===== src/rtl/fmac_wb_frontend_if.sv =====
// Signal bundle for the F-MAC front end: Wishbone-classic slave port plus the
// operand/result link to the MAC datapath. "slave" is the front end's view.
interface fmac_wb_frontend_if #(
    parameter int DATA_W = 16,
    parameter int ACC_W  = 32
);
    logic              wbs_cyc_i;
    logic              wbs_stb_i;
    logic              wbs_we_i;
    logic [3:0]        wbs_sel_i;
    logic [31:0]       wbs_adr_i;
    logic [31:0]       wbs_dat_i;
    logic              wbs_ack_o;
    logic [31:0]       wbs_dat_o;

    logic              mac_valid_o;
    logic              mac_ready_i;
    logic [DATA_W-1:0] mac_a_o;
    logic [DATA_W-1:0] mac_b_o;
    logic              mac_clr_o;
    logic              mac_res_valid_i;
    logic [ACC_W-1:0]  mac_res_i;

    modport slave (
        input  wbs_cyc_i, wbs_stb_i, wbs_we_i, wbs_sel_i, wbs_adr_i, wbs_dat_i,
        output wbs_ack_o, wbs_dat_o,
        output mac_valid_o, mac_a_o, mac_b_o, mac_clr_o,
        input  mac_ready_i, mac_res_valid_i, mac_res_i
    );

    modport master (
        output wbs_cyc_i, wbs_stb_i, wbs_we_i, wbs_sel_i, wbs_adr_i, wbs_dat_i,
        input  wbs_ack_o, wbs_dat_o,
        input  mac_valid_o, mac_a_o, mac_b_o, mac_clr_o,
        output mac_ready_i, mac_res_valid_i, mac_res_i
    );
endinterface


===== src/rtl/fmac_wb_frontend.sv =====
// Wishbone-classic register front end for the F-MAC: queues operand pairs,
// issues them one at a time over valid/ready and captures accumulator results.
module fmac_wb_frontend #(
    parameter int          DATA_W     = 16,
    parameter int          ACC_W      = 32,
    parameter logic [31:0] ADDR_BASE  = 32'h3000_0000,
    parameter int          FIFO_DEPTH = 4
) (
    input  logic              wb_clk_i,
    input  logic              wb_rst_i,
    fmac_wb_frontend_if.slave bus,
    output logic              irq_o
);

    localparam int PTR_W = $clog2(FIFO_DEPTH);
    localparam int LVL_W = PTR_W + 1;

    localparam logic [7:0] OFS_OPERAND = 8'h00;
    localparam logic [7:0] OFS_CTRL    = 8'h04;
    localparam logic [7:0] OFS_STATUS  = 8'h08;
    localparam logic [7:0] OFS_RESULT  = 8'h0C;
    localparam logic [7:0] OFS_COUNT   = 8'h10;

    typedef enum logic [1:0] {
        IDLE  = 2'd0,
        CLEAR = 2'd1,
        ISSUE = 2'd2,
        WAIT  = 2'd3
    } state_t;

    state_t state_q, state_d;

    logic              hit;
    logic              ack_q;
    logic              req_we_q;
    logic              req_sel0_q;
    logic [7:0]        req_ofs_q;
    logic [31:0]       req_dat_q;
    logic [31:0]       rd_data;

    logic              wr_strobe;
    logic              wr_operand;
    logic              wr_ctrl;
    logic              wr_status;

    logic [DATA_W-1:0] fifo_a [FIFO_DEPTH];
    logic [DATA_W-1:0] fifo_b [FIFO_DEPTH];
    logic [PTR_W-1:0]  wr_ptr_q;
    logic [PTR_W-1:0]  rd_ptr_q;
    logic [LVL_W-1:0]  level_q;
    logic              full;
    logic              empty;
    logic              push;
    logic              pop;

    logic              clr_pend_q;
    logic              irq_en_q;
    logic              ovf_q;
    logic              done_q;
    logic              irq_q;
    logic [31:0]       result_q;
    logic [15:0]       count_q;
    logic [31:0]       res_fit;
    logic              capture;
    logic              busy;

    logic              mac_valid;
    logic              mac_clr;

    logic              unused_sel;
    assign unused_sel = ^bus.wbs_sel_i[3:1];

    assign hit = bus.wbs_cyc_i & bus.wbs_stb_i &
                 (bus.wbs_adr_i[31:8] == ADDR_BASE[31:8]);

    // The access is latched when it is accepted so its side effects land in
    // the ack cycle even if the master drops the bus as soon as it sees ack.
    always_ff @(posedge wb_clk_i or posedge wb_rst_i) begin
        if (wb_rst_i) begin
            ack_q      <= 1'b0;
            req_we_q   <= 1'b0;
            req_sel0_q <= 1'b0;
            req_ofs_q  <= '0;
            req_dat_q  <= '0;
        end else begin
            ack_q <= hit & ~ack_q;
            if (hit && !ack_q) begin
                req_we_q   <= bus.wbs_we_i;
                req_sel0_q <= bus.wbs_sel_i[0];
                req_ofs_q  <= bus.wbs_adr_i[7:0];
                req_dat_q  <= bus.wbs_dat_i;
            end
        end
    end

    assign wr_strobe  = ack_q & req_we_q;
    assign wr_operand = wr_strobe & (req_ofs_q == OFS_OPERAND);
    assign wr_ctrl    = wr_strobe & req_sel0_q & (req_ofs_q == OFS_CTRL);
    assign wr_status  = wr_strobe & req_sel0_q & (req_ofs_q == OFS_STATUS);

    assign full  = (level_q == LVL_W'(FIFO_DEPTH));
    assign empty = (level_q == '0);
    assign push  = wr_operand & ~full;
    assign pop   = (state_q == ISSUE) & bus.mac_ready_i;

    always_ff @(posedge wb_clk_i or posedge wb_rst_i) begin
        if (wb_rst_i) begin
            wr_ptr_q <= '0;
            rd_ptr_q <= '0;
            level_q  <= '0;
            for (int i = 0; i < FIFO_DEPTH; i++) begin
                fifo_a[i] <= '0;
                fifo_b[i] <= '0;
            end
        end else begin
            if (push) begin
                fifo_a[wr_ptr_q] <= req_dat_q[DATA_W-1:0];
                fifo_b[wr_ptr_q] <= req_dat_q[16 +: DATA_W];
                wr_ptr_q         <= wr_ptr_q + PTR_W'(1);
            end
            if (pop) begin
                rd_ptr_q <= rd_ptr_q + PTR_W'(1);
            end
            case ({push, pop})
                2'b10:   level_q <= level_q + LVL_W'(1);
                2'b01:   level_q <= level_q - LVL_W'(1);
                default: level_q <= level_q;
            endcase
        end
    end

    if (ACC_W >= 32) begin : g_res_trunc
        assign res_fit = bus.mac_res_i[31:0];
    end else begin : g_res_ext
        assign res_fit = {{(32-ACC_W){1'b0}}, bus.mac_res_i};
    end

    assign capture = (state_q == WAIT) & bus.mac_res_valid_i;

    // Sticky flags: a hardware set in the same cycle as a software clear wins.
    always_ff @(posedge wb_clk_i or posedge wb_rst_i) begin
        if (wb_rst_i) begin
            clr_pend_q <= 1'b0;
            irq_en_q   <= 1'b0;
            ovf_q      <= 1'b0;
            done_q     <= 1'b0;
            irq_q      <= 1'b0;
            result_q   <= '0;
            count_q    <= '0;
        end else begin
            if (wr_ctrl && req_dat_q[0]) begin
                clr_pend_q <= 1'b1;
            end else if (state_q == CLEAR) begin
                clr_pend_q <= 1'b0;
            end
            if (wr_ctrl) begin
                irq_en_q <= req_dat_q[1];
            end
            if (wr_operand && full) begin
                ovf_q <= 1'b1;
            end else if (wr_status && req_dat_q[3]) begin
                ovf_q <= 1'b0;
            end
            if (capture) begin
                done_q   <= 1'b1;
                result_q <= res_fit;
                count_q  <= count_q + 16'd1;
            end else if (wr_status && req_dat_q[4]) begin
                done_q <= 1'b0;
            end
            irq_q <= done_q & irq_en_q;
        end
    end

    always_ff @(posedge wb_clk_i or posedge wb_rst_i) begin
        if (wb_rst_i) begin
            state_q <= IDLE;
        end else begin
            state_q <= state_d;
        end
    end

    // A pending clear is always serviced before any queued operand pair.
    always_comb begin
        state_d   = state_q;
        mac_valid = 1'b0;
        mac_clr   = 1'b0;
        case (state_q)
            IDLE: begin
                if (clr_pend_q) begin
                    state_d = CLEAR;
                end else if (!empty) begin
                    state_d = ISSUE;
                end
            end
            CLEAR: begin
                mac_clr = 1'b1;
                state_d = IDLE;
            end
            ISSUE: begin
                mac_valid = 1'b1;
                if (bus.mac_ready_i) begin
                    state_d = WAIT;
                end
            end
            WAIT: begin
                if (bus.mac_res_valid_i) begin
                    state_d = IDLE;
                end
            end
            default: state_d = IDLE;
        endcase
    end

    assign busy = (state_q != IDLE) | ~empty;

    always_comb begin
        rd_data = '0;
        if (ack_q && !req_we_q) begin
            case (req_ofs_q)
                OFS_CTRL:   rd_data = {30'd0, irq_en_q, clr_pend_q};
                OFS_STATUS: rd_data = {27'd0, done_q, ovf_q, empty, full, busy};
                OFS_RESULT: rd_data = result_q;
                OFS_COUNT:  rd_data = {16'd0, count_q};
                default:    rd_data = '0;
            endcase
        end
    end

    assign bus.wbs_ack_o   = ack_q;
    assign bus.wbs_dat_o   = rd_data;
    assign bus.mac_valid_o = mac_valid;
    assign bus.mac_clr_o   = mac_clr;
    assign bus.mac_a_o     = mac_valid ? fifo_a[rd_ptr_q] : '0;
    assign bus.mac_b_o     = mac_valid ? fifo_b[rd_ptr_q] : '0;
    assign irq_o           = irq_q;

endmodule


===== src/flat_wrapper.sv =====
// flat-port wrapper written by rule: the top's interface ports become plain ports
module fmac_wb_frontend_flat 
#(
    parameter int          DATA_W     = 16,
    parameter int          ACC_W      = 32,
    parameter logic [31:0] ADDR_BASE  = 32'h3000_0000,
    parameter int          FIFO_DEPTH = 4
)
  (wb_clk_i, wb_rst_i, irq_o, bus_wbs_cyc_i, bus_wbs_stb_i, bus_wbs_we_i, bus_wbs_sel_i, bus_wbs_adr_i, bus_wbs_dat_i, bus_wbs_ack_o, bus_wbs_dat_o, bus_mac_valid_o, bus_mac_a_o, bus_mac_b_o, bus_mac_clr_o, bus_mac_ready_i, bus_mac_res_valid_i, bus_mac_res_i);
  fmac_wb_frontend_if #(.DATA_W(DATA_W), .ACC_W(ACC_W)) bus_i ();
  input  logic wb_clk_i;
  input  logic wb_rst_i;
  output logic irq_o;
  input wire logic [$bits(bus_i.wbs_cyc_i)-1:0] bus_wbs_cyc_i;
  input wire logic [$bits(bus_i.wbs_stb_i)-1:0] bus_wbs_stb_i;
  input wire logic [$bits(bus_i.wbs_we_i)-1:0] bus_wbs_we_i;
  input wire logic [$bits(bus_i.wbs_sel_i)-1:0] bus_wbs_sel_i;
  input wire logic [$bits(bus_i.wbs_adr_i)-1:0] bus_wbs_adr_i;
  input wire logic [$bits(bus_i.wbs_dat_i)-1:0] bus_wbs_dat_i;
  output wire logic [$bits(bus_i.wbs_ack_o)-1:0] bus_wbs_ack_o;
  output wire logic [$bits(bus_i.wbs_dat_o)-1:0] bus_wbs_dat_o;
  output wire logic [$bits(bus_i.mac_valid_o)-1:0] bus_mac_valid_o;
  output wire logic [$bits(bus_i.mac_a_o)-1:0] bus_mac_a_o;
  output wire logic [$bits(bus_i.mac_b_o)-1:0] bus_mac_b_o;
  output wire logic [$bits(bus_i.mac_clr_o)-1:0] bus_mac_clr_o;
  input wire logic [$bits(bus_i.mac_ready_i)-1:0] bus_mac_ready_i;
  input wire logic [$bits(bus_i.mac_res_valid_i)-1:0] bus_mac_res_valid_i;
  input wire logic [$bits(bus_i.mac_res_i)-1:0] bus_mac_res_i;
  assign bus_i.wbs_cyc_i = bus_wbs_cyc_i;
  assign bus_i.wbs_stb_i = bus_wbs_stb_i;
  assign bus_i.wbs_we_i = bus_wbs_we_i;
  assign bus_i.wbs_sel_i = bus_wbs_sel_i;
  assign bus_i.wbs_adr_i = bus_wbs_adr_i;
  assign bus_i.wbs_dat_i = bus_wbs_dat_i;
  assign bus_wbs_ack_o = bus_i.wbs_ack_o;
  assign bus_wbs_dat_o = bus_i.wbs_dat_o;
  assign bus_mac_valid_o = bus_i.mac_valid_o;
  assign bus_mac_a_o = bus_i.mac_a_o;
  assign bus_mac_b_o = bus_i.mac_b_o;
  assign bus_mac_clr_o = bus_i.mac_clr_o;
  assign bus_i.mac_ready_i = bus_mac_ready_i;
  assign bus_i.mac_res_valid_i = bus_mac_res_valid_i;
  assign bus_i.mac_res_i = bus_mac_res_i;
  fmac_wb_frontend #(.DATA_W(DATA_W), .ACC_W(ACC_W), .ADDR_BASE(ADDR_BASE), .FIFO_DEPTH(FIFO_DEPTH)) u_core (.wb_clk_i(wb_clk_i), .wb_rst_i(wb_rst_i), .bus(bus_i), .irq_o(irq_o));
endmodule

===== config.mk =====
export PLATFORM = sky130hd
export DESIGN_NAME = fmac_wb_frontend_flat
export DESIGN_NICKNAME = d
export VERILOG_FILES = /design/src/rtl/fmac_wb_frontend_if.sv /design/src/rtl/fmac_wb_frontend.sv /design/src/flat_wrapper.sv
export SDC_FILE = /design/constraint.sdc
export NUM_CORES = 1
export LEC_CHECK = 0
export BUFFER_PORTS_ARGS = -buffer_cell sky130_fd_sc_hd__buf_4
export CAP_MARGIN = 20
export CORE_ASPECT_RATIO = 0.8
export CORE_MARGIN = 2
export CORE_UTILIZATION = 41
export DETAILED_ROUTE_END_ITERATION = 10
export PLACE_DENSITY = 0.64
export SLEW_MARGIN = 20
export SYNTH_ARGS = -nofsm -noshare
export SYNTH_HDL_FRONTEND = slang
export SYNTH_SLANG_ARGS = --single-unit

===== constraint.sdc =====
create_clock -name wb_clk_i -period 15.2 [get_ports wb_clk_i]
set_input_delay 3.8 -clock wb_clk_i [delete_from_list [all_inputs] [get_ports wb_clk_i]]
set_output_delay 3.8 -clock wb_clk_i [all_outputs]
set_load 0.05 [all_outputs]

==> results.tsv <==
metric	value	unit
drtAntennaViolNets	0	
coreArea	0.0261	mm2
cp.arrival	3.01	ns
row_count	53	
cts_tree	yes	
dp_hpwl	14800	um
ys_types	42	
numCtsBuffers	25	
p_seq_share	47.4	%
synth_top_area_share	53.9	%
critPathBufInv	1	
antenna_found_initial	0	
grt_util_all_layers	17.3	%
ys_seq_area_share	53.9	%
ys_seq_elements	233	
multi_input_area	0.00473	mm2
hold_viol_final	0	
synthCells	788	
yosysWarnings	0	
hold_buffers	0	
worstSetupEndpoint	bus_wbs_dat_o[24]	
routed-wl-met2	10700	um
tns	0	ns
routabilityCongestion	0.712	
path_max_fanout	16	
worst-path-stages	5	
fin_worst_skew	0.0134	ns
die_w	186	um
sw_frac_of_total	28.3	%
portBuffers	171	
power_leakage	6.78	nW
synth_ff_type	dfrtp_1	
antenna_cells	0	
grt_pass1_wl	37900	um
cp-startpoint	u_core.req_ofs_q[4]$_DFFE_PP0P_	
top_layer_used	met4	
vias	6620	
firstDrtPassIters	4	
setup.worst_path.class	register to output pin	
p_per_area	118	mW/mm2
r2r_end	u_core.fifo_a[2]$_DFFE_PP0P_	
synth_common_cells	dfrtp_1 (233), nand2_1 (113), mux2_4 (88), mux2_2 (85), and2_1 (50)	
remaining_drc_errors	0	
crit_path_cell_trace	nor4b_1 > and4b_1 > and3b_1 > and2_1 > buf_4	
period_minus_slack	6.81	ns
cpMaxStageDelayCell	nor4b_1	
regArea	0.00583	mm2
pwr-share-comb	15.4	%
drt_iter0_drc	314	
r2r-start	u_core.req_ofs_q[4]$_DFFE_PP0P_	
start_util	41.4	%
finalCritPeriodShare	44.8	%
yosys.cell_count.top_type	dfrtp_1	
drive_above_1_share	44.9	%
drt-total-wl	23600	um
holdCritPathClass	register to register	
cts.clk_slew.worst_paths	0.06	ns
cts_resized	0	
final-max-slew-violation-count	0	
fillers	2333	
cts_setup_buffers	0	
cts.path.max_buffers	3	
final_nets	1066	
switchingPower	439	uW
max-vdd-ir-drop	72.9	uV
syn_area	0.0108	mm2
io-pin-count	175	
rsz0062_at_grt	false	
syn-num-nets	902	
p_total	1.55	mW
worstRegToRegCells	4	
status	completed	
avgSynthCellArea	13.7	um2
end_kind	output pin	
die_h	149	um
crit_required	11.40	ns
setup_violations	0	
clk_latency	0.51	ns
relSlewSlack	37.7	%
power.internal	1.11	mW
wl_per_cell	17.8	um
cts-root-buf	clkbuf_16	
max_freq	0.147	GHz
synthArstFlopShare	100	%
met1Wirelength	11600	um
route.met3.wl	914	um
synth_area_leaders	dfrtp_1 (54%), mux2_4 (12%), mux2_2 (8.8%)	
cts_num_sinks	233	
grt_remaining_overflow	0	
grt_pass1_vias	6782	
clockPowerShare	37.2	%
r2r_slack	12.27	ns
synth_top_area_cell	dfrtp_1	
grt_max_degree	112	
start_kind	register	
drv_cap	0	
areaGrowthSynthToFinish	21.7	%
via_per_inst	4.99	
dieArea	0.0277	mm2
max_stage_delay	0.72	ns
tightest_slew	0.935	ns
cp_top_family	simple AND/OR/NAND/NOR gates	
htree_levels	1	
synth-edff-count	0	
metrics by stage:
step / setup slack, ns / util [%] / area, um2 / hold slack (ns) / std cells
2_1_floorplan: 5.01 / - / 10800 / 0.437 / 788
3_3_place_gp: 8.84 / 47.4 / 12400 / 0.449 / 1282
3_5_place_dp: 8.81 / 47.4 / 12400 / 0.454 / 1282
4_1_cts: 8.27 / 50.4 / 13200 / 0.469 / 1327
5_1_grt: 8.06 / 50.4 / 13200 / 0.497 / 1327
6_report: 8.39 / 50.4 / 13200 / 0.463 / 1327
placed cells by master (no fill, tap or decap), types with 3 or more instances in the layout:
cell type  netlist  final
mux2_4          88     88
inv_1            8      7
dfrtp_1        233    231
mux4_2          32     32
buf_4            0    179
nand4_1          8      8
nor2_1          25     25
nand3_1          9      9
xor2_1           6      6
nand2b_1         3      3
mux2_2          85     85
o21ai_0          3      3
clkbuf_16        0     25
clkbuf_8         0      7
clkinv_2         0      4
nor3_1           3      3
ha_1             6      6
nor4_1           8      7
a21oi_1          5      5
nand2_1        113    113
nand2_4          4      4
a22oi_1         15     15
xnor2_1         16     16
and3_1           5      5
and2_1          50     50
clkbuf_1        24      7
metal layers:
metal	up-vias	track usage, %
li1	3091	-
met4	0	3.70
met3	30	2.22
met5	-	0
met1	3382	26.6
met2	117	26.3
worst min path at each step:
stage	depth (start not counted)	slack, ns	from	to
3_5_place_dp	2	0.45	u_core.result_q[27]$_DFFE_PP0P_	u_core.result_q[27]$_DFFE_PP0P_
4_1_cts	2	0.47	u_core.result_q[27]$_DFFE_PP0P_	u_core.result_q[27]$_DFFE_PP0P_
2_1_floorplan	2	0.44	u_core.result_q[16]$_DFFE_PP0P_	u_core.result_q[16]$_DFFE_PP0P_
3_3_place_gp	2	0.45	u_core.result_q[25]$_DFFE_PP0P_	u_core.result_q[25]$_DFFE_PP0P_
5_1_grt	2	0.50	u_core.result_q[10]$_DFFE_PP0P_	u_core.result_q[10]$_DFFE_PP0P_
6_report	2	0.46	u_core.result_q[21]$_DFFE_PP0P_	u_core.result_q[21]$_DFFE_PP0P_
cell families (layout without fill, tap and decap cells):
| family | Yosys count | count (layout) | synth area share (%) |
|---|---|---|---|
| compound gates | 28 | 28 | 1.80 |
| xor+xnor | 22 | 22 | 1.78 |
| fa+ha+maj | 7 | 7 | 0.879 |
| buf+inv | 50 | 232 | 2.58 |
| flops | 233 | 233 | 53.9 |
| mux | 206 | 206 | 27.8 |
| simple gates | 242 | 242 | 11.3 |
registers in the layout (all words and copies together) (netlist names), 2 cells and up:
signal and count:
u_core.fifo_a 64, u_core.fifo_b 64, u_core.req_dat_q 32, u_core.result_q 32
u_core.count_q 16, u_core.req_ofs_q 8, u_core.level_q 3, u_core.rd_ptr_q 2
u_core.state_q 2, u_core.wr_ptr_q 2
worst min-delay path: stages, from the launching register on:
cell	delay, ns
dfrtp_1	0.33
nand2_1	0.05
nand2_1	0.05
final cells by class:
| class | instances | area share (%) |
|---|---|---|
| Clock buffer | 39 | 5.68 |
| Tap cell | 357 | 3.39 |
| Multi-Input combinational cell | 505 | 35.9 |
| Sequential cell | 233 | 44.3 |
| Clock inverter | 6 | 0.266 |
| Timing Repair Buffer | 179 | 10.2 |
| Inverter | 8 | 0.285 |
power groups by stage:
stage	clock network [mW]	logic [mW]	registers [mW]
floorplan	0	0.192	0.711
global placement	0	0.242	0.745
detailed placement	0	0.245	0.747
CTS	0.593	0.246	0.736
global route	0.619	0.269	0.746
finish	0.578	0.239	0.736
(Power assumes the default switching activity.)
